## src/rtl/sum_result_fifo.sv

```systemverilog
// Wishbone-readable FIFO that captures 9-bit adder results ({cout, sum}).
// Three registers: DATA (pop on read), STATUS (count/empty/full/overflow),
// CTRL (irq enable, self-clearing flush). Level interrupt when enabled and
// the FIFO holds data or has overflowed.
module sum_result_fifo #(
  parameter logic [31:0] BASE_ADDR = 32'h3000_0010,
  parameter int unsigned DEPTH     = 8
) (
  input  logic        wb_clk_i,
  input  logic        rst,
  input  logic        wbs_stb_i,
  input  logic        wbs_cyc_i,
  input  logic        wbs_we_i,
  input  logic [3:0]  wbs_sel_i,
  input  logic [31:0] wbs_adr_i,
  input  logic [31:0] wbs_dat_i,
  output logic        wbs_ack_o,
  output logic [31:0] wbs_dat_o,
  input  logic [8:0]  sum_i,
  input  logic        sum_valid_i,
  output logic        irq_o
);

  localparam int unsigned PtrW     = (DEPTH > 1) ? $clog2(DEPTH) : 1;
  localparam logic [4:0]  DepthCnt = 5'(DEPTH);

  logic [8:0]      mem [DEPTH];
  logic [PtrW-1:0] rd_ptr;
  logic [PtrW-1:0] wr_ptr;
  logic [4:0]      count;
  logic [4:0]      count_next;
  logic            overflow;
  logic            irq_en;

  logic [31:0] offset;
  logic        hit_data;
  logic        hit_status;
  logic        hit_ctrl;
  logic        req;
  logic        rd_req;
  logic        wr_req;
  logic        empty;
  logic        full;
  logic        pop;
  logic        push;
  logic        flush;
  logic        ovf_set;
  logic        ovf_clr;
  logic [31:0] rd_data;
  logic        unused;

  // Write-data bits and byte lanes that no register field consumes.
  assign unused = ^{wbs_sel_i[3:1], wbs_dat_i[31:8], wbs_dat_i[6:2]};

  // Address decode and transfer acceptance; ack low gates a new accept so
  // every transfer occupies two cycles.
  assign offset     = wbs_adr_i - BASE_ADDR;
  assign hit_data   = (offset == 32'd0);
  assign hit_status = (offset == 32'd4);
  assign hit_ctrl   = (offset == 32'd8);
  assign req        = wbs_stb_i & wbs_cyc_i & ~wbs_ack_o & (hit_data | hit_status | hit_ctrl);
  assign rd_req     = req & ~wbs_we_i;
  assign wr_req     = req & wbs_we_i;

  assign empty = (count == 5'd0);
  assign full  = (count == DepthCnt);

  // Reading DATA while empty returns zero and leaves the FIFO untouched.
  assign pop     = rd_req & hit_data & ~empty;
  assign flush   = wr_req & hit_ctrl & wbs_sel_i[0] & wbs_dat_i[1];
  // A same-edge pop frees the slot, so a full FIFO still accepts the push.
  assign push    = sum_valid_i & ~flush & (~full | pop);
  assign ovf_set = sum_valid_i & ~flush & full & ~pop;
  assign ovf_clr = wr_req & hit_status & wbs_sel_i[0] & wbs_dat_i[7];

  // Read-data mux, sampled on the accepting edge.
  always_comb begin
    rd_data = 32'd0;
    if (hit_data) begin
      rd_data = empty ? 32'd0 : {23'd0, mem[rd_ptr]};
    end else if (hit_status) begin
      rd_data = {24'd0, overflow, full, empty, count};
    end else if (hit_ctrl) begin
      rd_data = {31'd0, irq_en};
    end
  end

  // Occupancy next-state.
  always_comb begin
    count_next = count;
    if (flush) begin
      count_next = 5'd0;
    end else if (push && !pop) begin
      count_next = count + 5'd1;
    end else if (pop && !push) begin
      count_next = count - 5'd1;
    end
  end

  // Bus response: single-cycle ack, data forced to zero outside ack.
  always_ff @(posedge wb_clk_i or posedge rst) begin
    if (rst) begin
      wbs_ack_o <= 1'b0;
      wbs_dat_o <= 32'd0;
    end else begin
      wbs_ack_o <= req;
      wbs_dat_o <= rd_req ? rd_data : 32'd0;
    end
  end

  // FIFO pointers, count, sticky overflow and control state.
  always_ff @(posedge wb_clk_i or posedge rst) begin
    if (rst) begin
      rd_ptr   <= '0;
      wr_ptr   <= '0;
      count    <= 5'd0;
      overflow <= 1'b0;
      irq_en   <= 1'b0;
    end else begin
      count <= count_next;
      if (flush) begin
        rd_ptr <= '0;
        wr_ptr <= '0;
      end else begin
        if (pop) begin
          rd_ptr <= rd_ptr + PtrW'(1);
        end
        if (push) begin
          wr_ptr <= wr_ptr + PtrW'(1);
        end
      end
      // Set wins over a coincident clear.
      if (ovf_set) begin
        overflow <= 1'b1;
      end else if (ovf_clr) begin
        overflow <= 1'b0;
      end
      if (wr_req && hit_ctrl && wbs_sel_i[0]) begin
        irq_en <= wbs_dat_i[0];
      end
    end
  end

  // Storage array; contents intentionally survive reset.
  always_ff @(posedge wb_clk_i) begin
    if (push) begin
      mem[wr_ptr] <= sum_i;
    end
  end

  // Interrupt follows the registered state one cycle later.
  always_ff @(posedge wb_clk_i or posedge rst) begin
    if (rst) begin
      irq_o <= 1'b0;
    end else begin
      irq_o <= irq_en & (~empty | overflow);
    end
  end

endmodule

```

## config.mk

```make
export PLATFORM = sky130hd
export DESIGN_NAME = sum_result_fifo
export DESIGN_NICKNAME = d
export VERILOG_FILES = /design/src/rtl/sum_result_fifo.sv
export SDC_FILE = /design/constraint.sdc
export NUM_CORES = 1
export LEC_CHECK = 0
export CAP_MARGIN = 20
export CORE_MARGIN = 4
export CORE_UTILIZATION = 44
export DETAILED_ROUTE_END_ITERATION = 8
export PLACE_DENSITY = 0.79
export SLEW_MARGIN = 30
export SYNTH_ARGS = -nofsm -noshare
export SYNTH_HDL_FRONTEND = slang
export SYNTH_SLANG_ARGS = --single-unit
```

## constraint.sdc

```tcl
create_clock -name wb_clk_i -period 3.35 [get_ports wb_clk_i]
set_clock_uncertainty 0.2 [all_clocks]
set_input_delay 0.67 -clock wb_clk_i [delete_from_list [all_inputs] [get_ports wb_clk_i]]
set_output_delay 0.67 -clock wb_clk_i [all_outputs]
set_load 0.005 [all_outputs]
```

==> results.toml, run 1 <==
[die]
die_w_um = 109.2
core_region_area_sq_mm = 0.009864
fp.dieArea_sq_mm = 0.01192
num_rows = 36
die_y_um = 109.2
ioPinCount = 117
start_util = 0.4567

[sta]
period_share = 1.073
rsz0062_at_grt = "yes"
maxSlewHeadroom = 0.4034
period_needed_ns = 3.595
setup_violations = 39
clock.fmax_mhz = 278.2
worst_pin_slew_ns = 0.8949
setup_ws_ns = -0.2446
finalSetupTns_ns = -3.111
drv_slew = 0
hold_viol_final = 0

[worst_setup_path]
critPathTopFamily = "simple AND/OR/NAND/NOR gates"
cpPeakStageDelay_ns = 0.56
critical_path_buf_inv_count = 4
end_kind = "flip-flop"
r2r_cells = 16
worstSetupPathType = "primary input to flip-flop"
critical_path.slowest_cell = "or4_4"
crit_chain = "buf_2 -> nor4_4 -> nand2_2 -> or4_4 -> nor4b_4 -> buf_4 -> nand4_1 -> nand2_4 -> buf_6 -> ha_4 -> buf_4 -> a21oi_2 -> nand2_1 -> xor2_1 -> nand2_1 -> mux2i_1"
cp.required_ns = 3.44
worst_setup_path_start_kind = "primary input"
crit_end = "count[3]"
cp-startpoint = "wbs_adr_i[19]"
rrSetupSlack_ns = 0.05
crit_cells = 16
worstPathArrival_ns = 3.69
regToRegEndpoint = "count[4]"
rr_startpoint = "count[1]"
worstPathMaxFanout = 4

[clock_tree]
clock_latency_ns = 0.37
cts.path.max_buffers = 2
htree_levels = 3
clkTransAtPathRegs_ns = 0.11
cts_sinks = 96
cts_tree = "yes"
cts_buffers = 9
cts_root_buffer = "clkbuf_8"

[detailed_routing]
drtAntennaViolNets = 0
num_vias = 3248
wl_per_cell_um = 19.19
drt_iter0_markers = 263
drc = 0
firstDrtPassIters = 4
routed_wl_um = 11440
viasPerCell = 5.450

[synthesis]
synthesis.area_sq_mm = 0.004506
yosysWarnings = 0
ys_seq_area_frac = 0.6132
netlist_instances = 312
synth.ff_latch_count = 96
avgSynthCellArea_sq_um = 14.44
synth_top_cell_area_share = 0.4799
ys.flop_type = "edfxtp_1"
yosys.area.top_type = "edfxtp_1"
ys_async_sr_fraction = 0.2500
synth_cell_types = 54
synth_edf_count = 72
synthTopCellsByArea = "edfxtp_1, dfrtp_1, mux4_2"

[place]
hpwl_um = 6880
gp_congestion = 0.9003
place_area_sq_mm = 0.005624
io_buffers = 61

[global_routing]
grt_pass1_wl_um = 16720
grt_overflow = 0
grt_use_total = 0.1854
grt_max_degree = 25
antenna_found_initial = 0
grt_pass1_vias = 3306

[cells_and_area]
syn_to_final_growth_pct = 40.10
multi_input_area_sq_mm = 0.001808
insertedDiodeCount = 0
num-fill-cells = 698
fin_area_sq_mm = 0.006312
drive_above_1_share = 0.3693
layout.cells.most_common = "edfxtp_1"
regArea_sq_mm = 0.002763
layout_common_cells = "edfxtp_1, buf_4, clkdlybuf4s50_1, nand2_1, dfrtp_1"
fin_nets = 548

[status]
status = "finished, violations left"
violations = "setup timing"

[power]
leakagePower_nw = 2.441
power_density_mw_per_mm2 = 489.6
ir_drop_mv = 0.4325

[worst_hold_path]
min_path_type = "flip-flop to flip-flop"

[job]
cap_violations = 0
## flip-flops by register name (all words and copies together) (netlist names)
name / count
mem: 72
wbs_dat_o: 9
count: 5
rd_ptr: 3
wr_ptr: 3
irq_en: 1
irq_o: 1
overflow: 1
wbs_ack_o: 1
## worst min path at each step
stage                   from  endpoint  slack, ns  depth (start not counted)
CTS                   irq_en     irq_o       0.34                          1
detailed placement    irq_en     irq_o       0.32                          1
global route          irq_en    irq_en       0.36                          1
floorplan           overflow     irq_o       0.26                          1
global placement      irq_en     irq_o       0.31                          1
finish                irq_en     irq_o       0.34                          1
## cells in the mapped netlist (2+ instances only)
library cell	n
a211oi_1	2
a21o_1	2
a21oi_1	6
a221oi_1	6
and2_1	2
and3_1	4
and4_1	2
and4b_1	2
buf_4	23
clkbuf_1	7
dfrtp_1	24
edfxtp_1	72
ha_1	6
inv_1	9
mux2i_1	15
mux4_2	18
nand2_1	29
nand2b_1	3
nand3_1	5
nand4_1	4
nand4b_1	2
nor2_1	16
nor3_1	6
nor4_1	2
nor4_2	2
o21ai_0	7
or4_1	4
or4_4	2
xnor2_1	4
xor2_1	2
## per-stage QoR
stage | util | total power [mW] | hold slack [ns] | cells | setup WS (ns)
after floorplan | - | 1.929 | 0.2638 | 334 | -0.3022
after global placement | 0.5701 | 2.179 | 0.3135 | 542 | -0.6998
after detailed placement | 0.5701 | 2.223 | 0.3194 | 542 | -0.8802
after CTS | 0.6227 | 2.989 | 0.3406 | 588 | -0.04564
after global routing | 0.6399 | 3.229 | 0.3603 | 596 | -0.3626
final | 0.6399 | 3.090 | 0.3354 | 596 | -0.2446
## where the power goes
| group | internal [mW] | leakage, nW | switching (mW) |
|---|---|---|---|
| Clock | 0.288 | 0.0972 | 0.426 |
| Sequential | 1.44 | 0.966 | 0.103 |
| Combinational | 0.407 | 1.38 | 0.423 |
## layer usage
| metal | global-route usage | share of wire | vias to the layer above |
|---|---|---|---|
| met5 | 0 | 0 | - |
| met4 | 0.04096 | 0.023 | 0 |
| met3 | 0.04085 | 0.065 | 28 |
| met2 | 0.3281 | 0.51 | 147 |
| met1 | 0.2337 | 0.40 | 1623 |
| li1 | - | - | 1450 |
## layout make-up
cell class	count	share of cell area
Tap cell	133	0.02636
Clock buffer	9	0.01962
Inverter	9	0.005352
Sequential cell	96	0.4377
Multi-Input combinational cell	197	0.2864
Clock inverter	7	0.01011
Timing Repair Buffer	145	0.2145
## cells by family after synthesis
| kind of cell | count (synthesis) | synth area share |
|---|---|---|
| adder cells (fa/ha/maj) | 7 | 0.02110 |
| XOR/XNOR | 6 | 0.01166 |
| other | 1 | 0.0008323 |
| multiplexers | 34 | 0.1258 |
| flip-flops | 96 | 0.6132 |
| AO/OA/AOI/OAI | 34 | 0.05304 |
| buffers and inverters | 41 | 0.05360 |
| AND/OR/NAND/NOR | 93 | 0.1208 |
## what timing repair did
action                     in CTS  in global routing
setup endpoints to repair      87                 80
cloned                          1                  3
setup buffers                  29                 12
pin swaps                      25                 34
hold buffers                    0                  0
gates resized for setup        81                 45
No activity file was read; power rests on OpenSTA's default activity.
==> run 2: changes to the inputs <==
SLEW_MARGIN = not set   (was 30)
==> run 2 against run 1 <==
Effect of this change: the run still ends with setup timing left; sequential cell count unchanged; first-iteration DRC count unchanged; maximum frequency did not move; register-to-register slack hardly changed; power about the same; non-clock buffer count stayed put; design area unchanged; critical path depth unchanged; critical path type unchanged.
==> results.toml, run 2 (same netlist as run 1, synthesis figures left out) <==
[die]
core_region_area_sq_mm = 0.009864
die_w_um = 109.2
die_y_um = 109.2
ioPinCount = 117
num_rows = 36
start_util = 0.4567
fp.dieArea_sq_mm = 0.01192

[power]
ir_drop_mv = 0.4325
power_density_mw_per_mm2 = 489.6
leakagePower_nw = 2.442

[worst_setup_path]
worst_setup_path_start_kind = "primary input"
crit_chain = "buf_2 -> nor4_4 -> nand2_2 -> or4_4 -> nor4b_4 -> buf_4 -> nand4_1 -> nand2_4 -> buf_6 -> ha_4 -> buf_4 -> a21oi_2 -> nand2_1 -> xor2_1 -> nand2_1 -> mux2i_1"
worstPathMaxFanout = 4
cp.required_ns = 3.44
critPathTopFamily = "simple AND/OR/NAND/NOR gates"
critical_path_buf_inv_count = 4
worstPathArrival_ns = 3.69
critical_path.slowest_cell = "or4_4"
cpPeakStageDelay_ns = 0.56
end_kind = "flip-flop"
worstSetupPathType = "primary input to flip-flop"

[status]
status = "finished, violations left"
violations = "setup timing"

[cells_and_area]
largest-register = "mem"
layout.cells.most_common = "edfxtp_1"
largest_reg_flops = 72
fin_area_sq_mm = 0.006312
layout_common_cells = "edfxtp_1, buf_4, clkdlybuf4s50_1, nand2_1, dfrtp_1"
syn_to_final_growth_pct = 40.10
fin_util = 0.6399
num-fill-cells = 698
fin_nets = 548
top_regs = "mem: 72 flops, wbs_dat_o: 9 flops, count: 5 flops"
drive_above_1_share = 0.3672
insertedDiodeCount = 0
final_cells = 596

[detailed_routing]
num_vias = 3248
viasPerCell = 5.450
routed_wl_um = 11440
firstDrtPassIters = 4
drc = 0
wl_per_cell_um = 19.19
drtAntennaViolNets = 0
drt_iter0_markers = 263

[clock_tree]
cts_buffers = 9
cts_sinks = 96
clkTransAtPathRegs_ns = 0.11
cts.path.max_buffers = 2
cts_root_buffer = "clkbuf_8"
htree_levels = 3
clock_latency_ns = 0.37
cts_tree = "yes"

[global_routing]
grt_overflow = 0
grt_use_total = 0.1854
antenna_found_initial = 0
grt_pass1_vias = 3306
grt_max_degree = 25
grt_pass1_wl_um = 16720

[place]
io_buffers = 61
place_inst = 542
gp_congestion = 0.9003
hpwl_um = 6880
place_area_sq_mm = 0.005624

[sta]
clock.fmax_mhz = 278.2
setup_ws_ns = -0.2446
drv_slew = 0
maxSlewHeadroom = 0.3757
setup_violations = 39
hold_viol_final = 0
period_needed_ns = 3.595
hold_slack_ns = 0.3354
worst_pin_slew_ns = 0.9354
rsz0062_at_grt = "yes"
period_share = 1.073

[job]
cap_violations = 0

[worst_hold_path]
min_path_type = "flip-flop to flip-flop"
run 2: cell count changes in the layout (fill, tap and decap cells not counted):
| cell | before | now |
|---|---|---|
| inv_1 | 8 | 9 |
| inv_2 | 1 | 0 |
run 2: final cells by class:
cell class	count	area, sq um	area share
well taps	133	166.4	0.02636
clock inverters	7	63.81	0.01011
inverters	9	33.78	0.005352
multi-input cells	197	1808	0.2864
flip-flops and latches	96	2763	0.4377
repair buffers	145	1354	0.2145
clock buffers	9	123.9	0.01962
run 2: through the flow:
step	setup WS (ns)	TNS [ns]	power, mW
after detailed placement	-0.8802	-68.49	2.223
after global routing	-0.3626	-6.782	3.229
after global placement	-0.6998	-53.48	2.179
after floorplan	-0.3022	-3.568	1.929
after CTS	-0.04564	-0.5076	2.989
final	-0.2446	-3.111	3.090
run 2: path summary, 6_finish.rpt:
kind,from,to,slack [ns],cells after the start
worst max register to register,count[1],count[4],0.05,16
min in group asynchronous,rst,wbs_dat_o[3],0.61,2
worst min-delay path,irq_en,irq_o,0.34,1
max in group asynchronous,rst,wbs_dat_o[8],1.76,2
worst max-delay path,wbs_adr_i[19],count[3],-0.24,16
worst min register to register,irq_en,irq_o,0.34,1
run 2: where the power goes:
part           switching, mW  internal, mW  total [mW]
sequential             0.103          1.44        1.55
clock                  0.426         0.288       0.714
combinational          0.423         0.407       0.830
run 2: layer usage:
metal	track usage	wire (um)	vias up
met5	0	0	-
met4	0.04096	259	0
met3	0.04085	747	28
met2	0.3281	5878	147
met1	0.2337	4552	1623
li1	-	-	1450
run 2: what timing repair did:
| item | CTS | global route |
|---|---|---|
| hold buffers | 0 | 0 |
| resized for setup | 81 | 45 |
| setup buffers | 29 | 12 |
| gates cloned | 1 | 3 |
| pin swaps | 25 | 34 |
| endpoints found under the setup margin | 87 | 80 |
==> run 3: changes to the inputs <==
CORE_ASPECT_RATIO = 1.2   (was not set)
CORE_MARGIN = 2   (was 4)
==> run 3 against run 2 <==
Effect of this change: the flow still finishes with violations (setup timing); first-iteration DRC count decreased by 38%; maximum frequency increased by 5.8%; sequential cell count unchanged; sequential power about the same; global-route usage increased by 0.61 points; hold slack got worse by 0.018 ns; power increased by 7.1%.
==> results.toml, run 3 (same netlist as run 1, synthesis figures left out) <==
[status]
status = "finished, violations left"
violations = "setup timing"

[worst_setup_path]
end_kind = "flip-flop"
worstPathArrival_ns = 3.45
cp.required_ns = 3.41
worst_setup_path_start_kind = "primary input"
crit_chain = "buf_4 -> or3_4 -> or4_4 -> nor4b_4 -> buf_4 -> nand4_1 -> nand2_2 -> ha_4 -> a21o_1 -> a21oi_2 -> nor2_1 -> mux2i_1 -> mux2i_1"
cpPeakStageDelay_ns = 0.55
worstPathMaxFanout = 4
critical_path.slowest_cell = "or4_4"
r2r_cells = 11
worstSetupPathType = "primary input to flip-flop"

[sta]
rsz0062_at_grt = "yes"
maxSlewHeadroom = 0.3863
setup_violations = 2
hold_viol_final = 0
period_needed_ns = 3.396
drv_slew = 0
hold_slack_ns = 0.3173
period_share = 1.014
worst_pin_slew_ns = 0.9196
clock.fmax_mhz = 294.4
setup_ws_ns = -0.04637

[power]
power.total_mw = 3.310
leakagePower_nw = 2.409
power_density_mw_per_mm2 = 529.4
ir_drop_mv = 0.3225

[worst_hold_path]
min_path_type = "flip-flop to flip-flop"
min_delay_path_depth = 1

[detailed_routing]
maxUsedRoutingLayer = "met4"
drc = 0
wl_met1_um = 4047
routed_wl_um = 10430
viasPerCell = 5.471
drt_iter0_markers = 163
num_vias = 3157
firstDrtPassIters = 5
wl_per_cell_um = 18.07
drtAntennaViolNets = 0
dr_wl_met2_um = 5546
wl_met3_um = 642

[cells_and_area]
layout_common_cells = "edfxtp_1, buf_4, clkdlybuf4s50_1, nand2_1, dfrtp_1"
drive_above_1_share = 0.3525
largest_reg_flops = 72
top_regs = "mem: 72 flops, wbs_dat_o: 9 flops, count: 5 flops"
insertedDiodeCount = 0
syn_to_final_growth_pct = 38.77
final_cells = 577
fin_nets = 536
layout.cells.most_common = "edfxtp_1"
fin_area_sq_mm = 0.006252
num-fill-cells = 699
largest-register = "mem"

[place]
place_inst = 545
place_area_sq_mm = 0.005665
dp_slack_ns = -0.7170
io_buffers = 61
gp_congestion = 0.8691
hpwl_um = 7058

[global_routing]
grt_pass1_vias = 3208
grt_max_degree = 25
antenna_found_initial = 0
grt_pass1_wl_um = 16010
grt_overflow = 0
grt_use_total = 0.1915

[die]
die_w_um = 96.38
core_region_area_sq_mm = 0.01001
start_util = 0.4501
num_rows = 40
die_y_um = 114.9
fp.dieArea_sq_mm = 0.01107
ioPinCount = 117

[clock_tree]
cts_root_buffer = "clkbuf_16"
clkTransAtPathRegs_ns = 0.07
cts.path.max_buffers = 2
cts_buffers = 9
cts_tree = "yes"
holdBufCountCts = 0
clock_latency_ns = 0.33
htree_levels = 3
cts_sinks = 96

[job]
cap_violations = 0
-- run 3: cell types whose count changed in the layout (fill, tap and decap cells not counted), moves of 4 or more --
cell | previous run | this run
clkbuf_8 | 9 | 0
nor2_4 | 7 | 3
buf_12 | 8 | 3
clkbuf_16 | 0 | 9
buf_4 | 64 | 58
-- run 3: cell type report --
cell class	instances	area (sq um)	area share
clock buffers	11	232.7	0.03722
clock inverters	5	65.06	0.01041
inverters	9	33.78	0.005403
multi-input cells	197	1790	0.2864
flip-flops and latches	96	2763	0.4419
well taps	126	157.7	0.02522
repair buffers	133	1210	0.1935
-- run 3: stage by stage --
stage	TNS [ns]	utilization
2_1_floorplan	-3.568	-
3_3_place_gp	-50.62	0.5660
3_5_place_dp	-55.50	0.5660
4_1_cts	-0.1988	0.6139
5_1_grt	-1.664	0.6246
6_report	-0.05515	0.6246
-- run 3: critical path: cells and delay by family --
family                   cells  cell delay [ns]
buffers and inverters        2             0.30
adder cells (fa/ha/maj)      1             0.22
AND/OR/NAND/NOR              6             1.62
multiplexers                 2             0.35
AO/OA/AOI/OAI                2             0.28
-- run 3: per-layer routing --
metal  global-route usage  vias to the layer above
met5                    0                        -
met4              0.05540                        0
met3              0.03604                       17
met2               0.3412                      131
met1               0.2358                     1578
li1                     -                     1431
-- run 3: power by group --
part | switching [mW] | internal [mW]
combinational | 0.375 | 0.375
clock | 0.421 | 0.585
sequential | 0.109 | 1.44
-- run 3: final timing paths --
check / to / startpoint / slack, ns
worst min-delay path: irq_o / overflow / 0.32
max in group asynchronous: rd_ptr[2] / rst / 1.74
worst max-delay path: count[4] / wbs_adr_i[7] / -0.05
worst max register to register: mem[2][1] / count[2] / 0.30
min in group asynchronous: wbs_dat_o[6] / rst / 0.65
worst min register to register: irq_o / overflow / 0.32
-- run 3: what timing repair did --
item	4_1_cts	5_1_grt
gates cloned	1	0
endpoints found under the setup margin	84	74
gates resized for setup	101	23
pin swaps	23	26
hold endpoints to repair	0	0
setup buffers	15	4
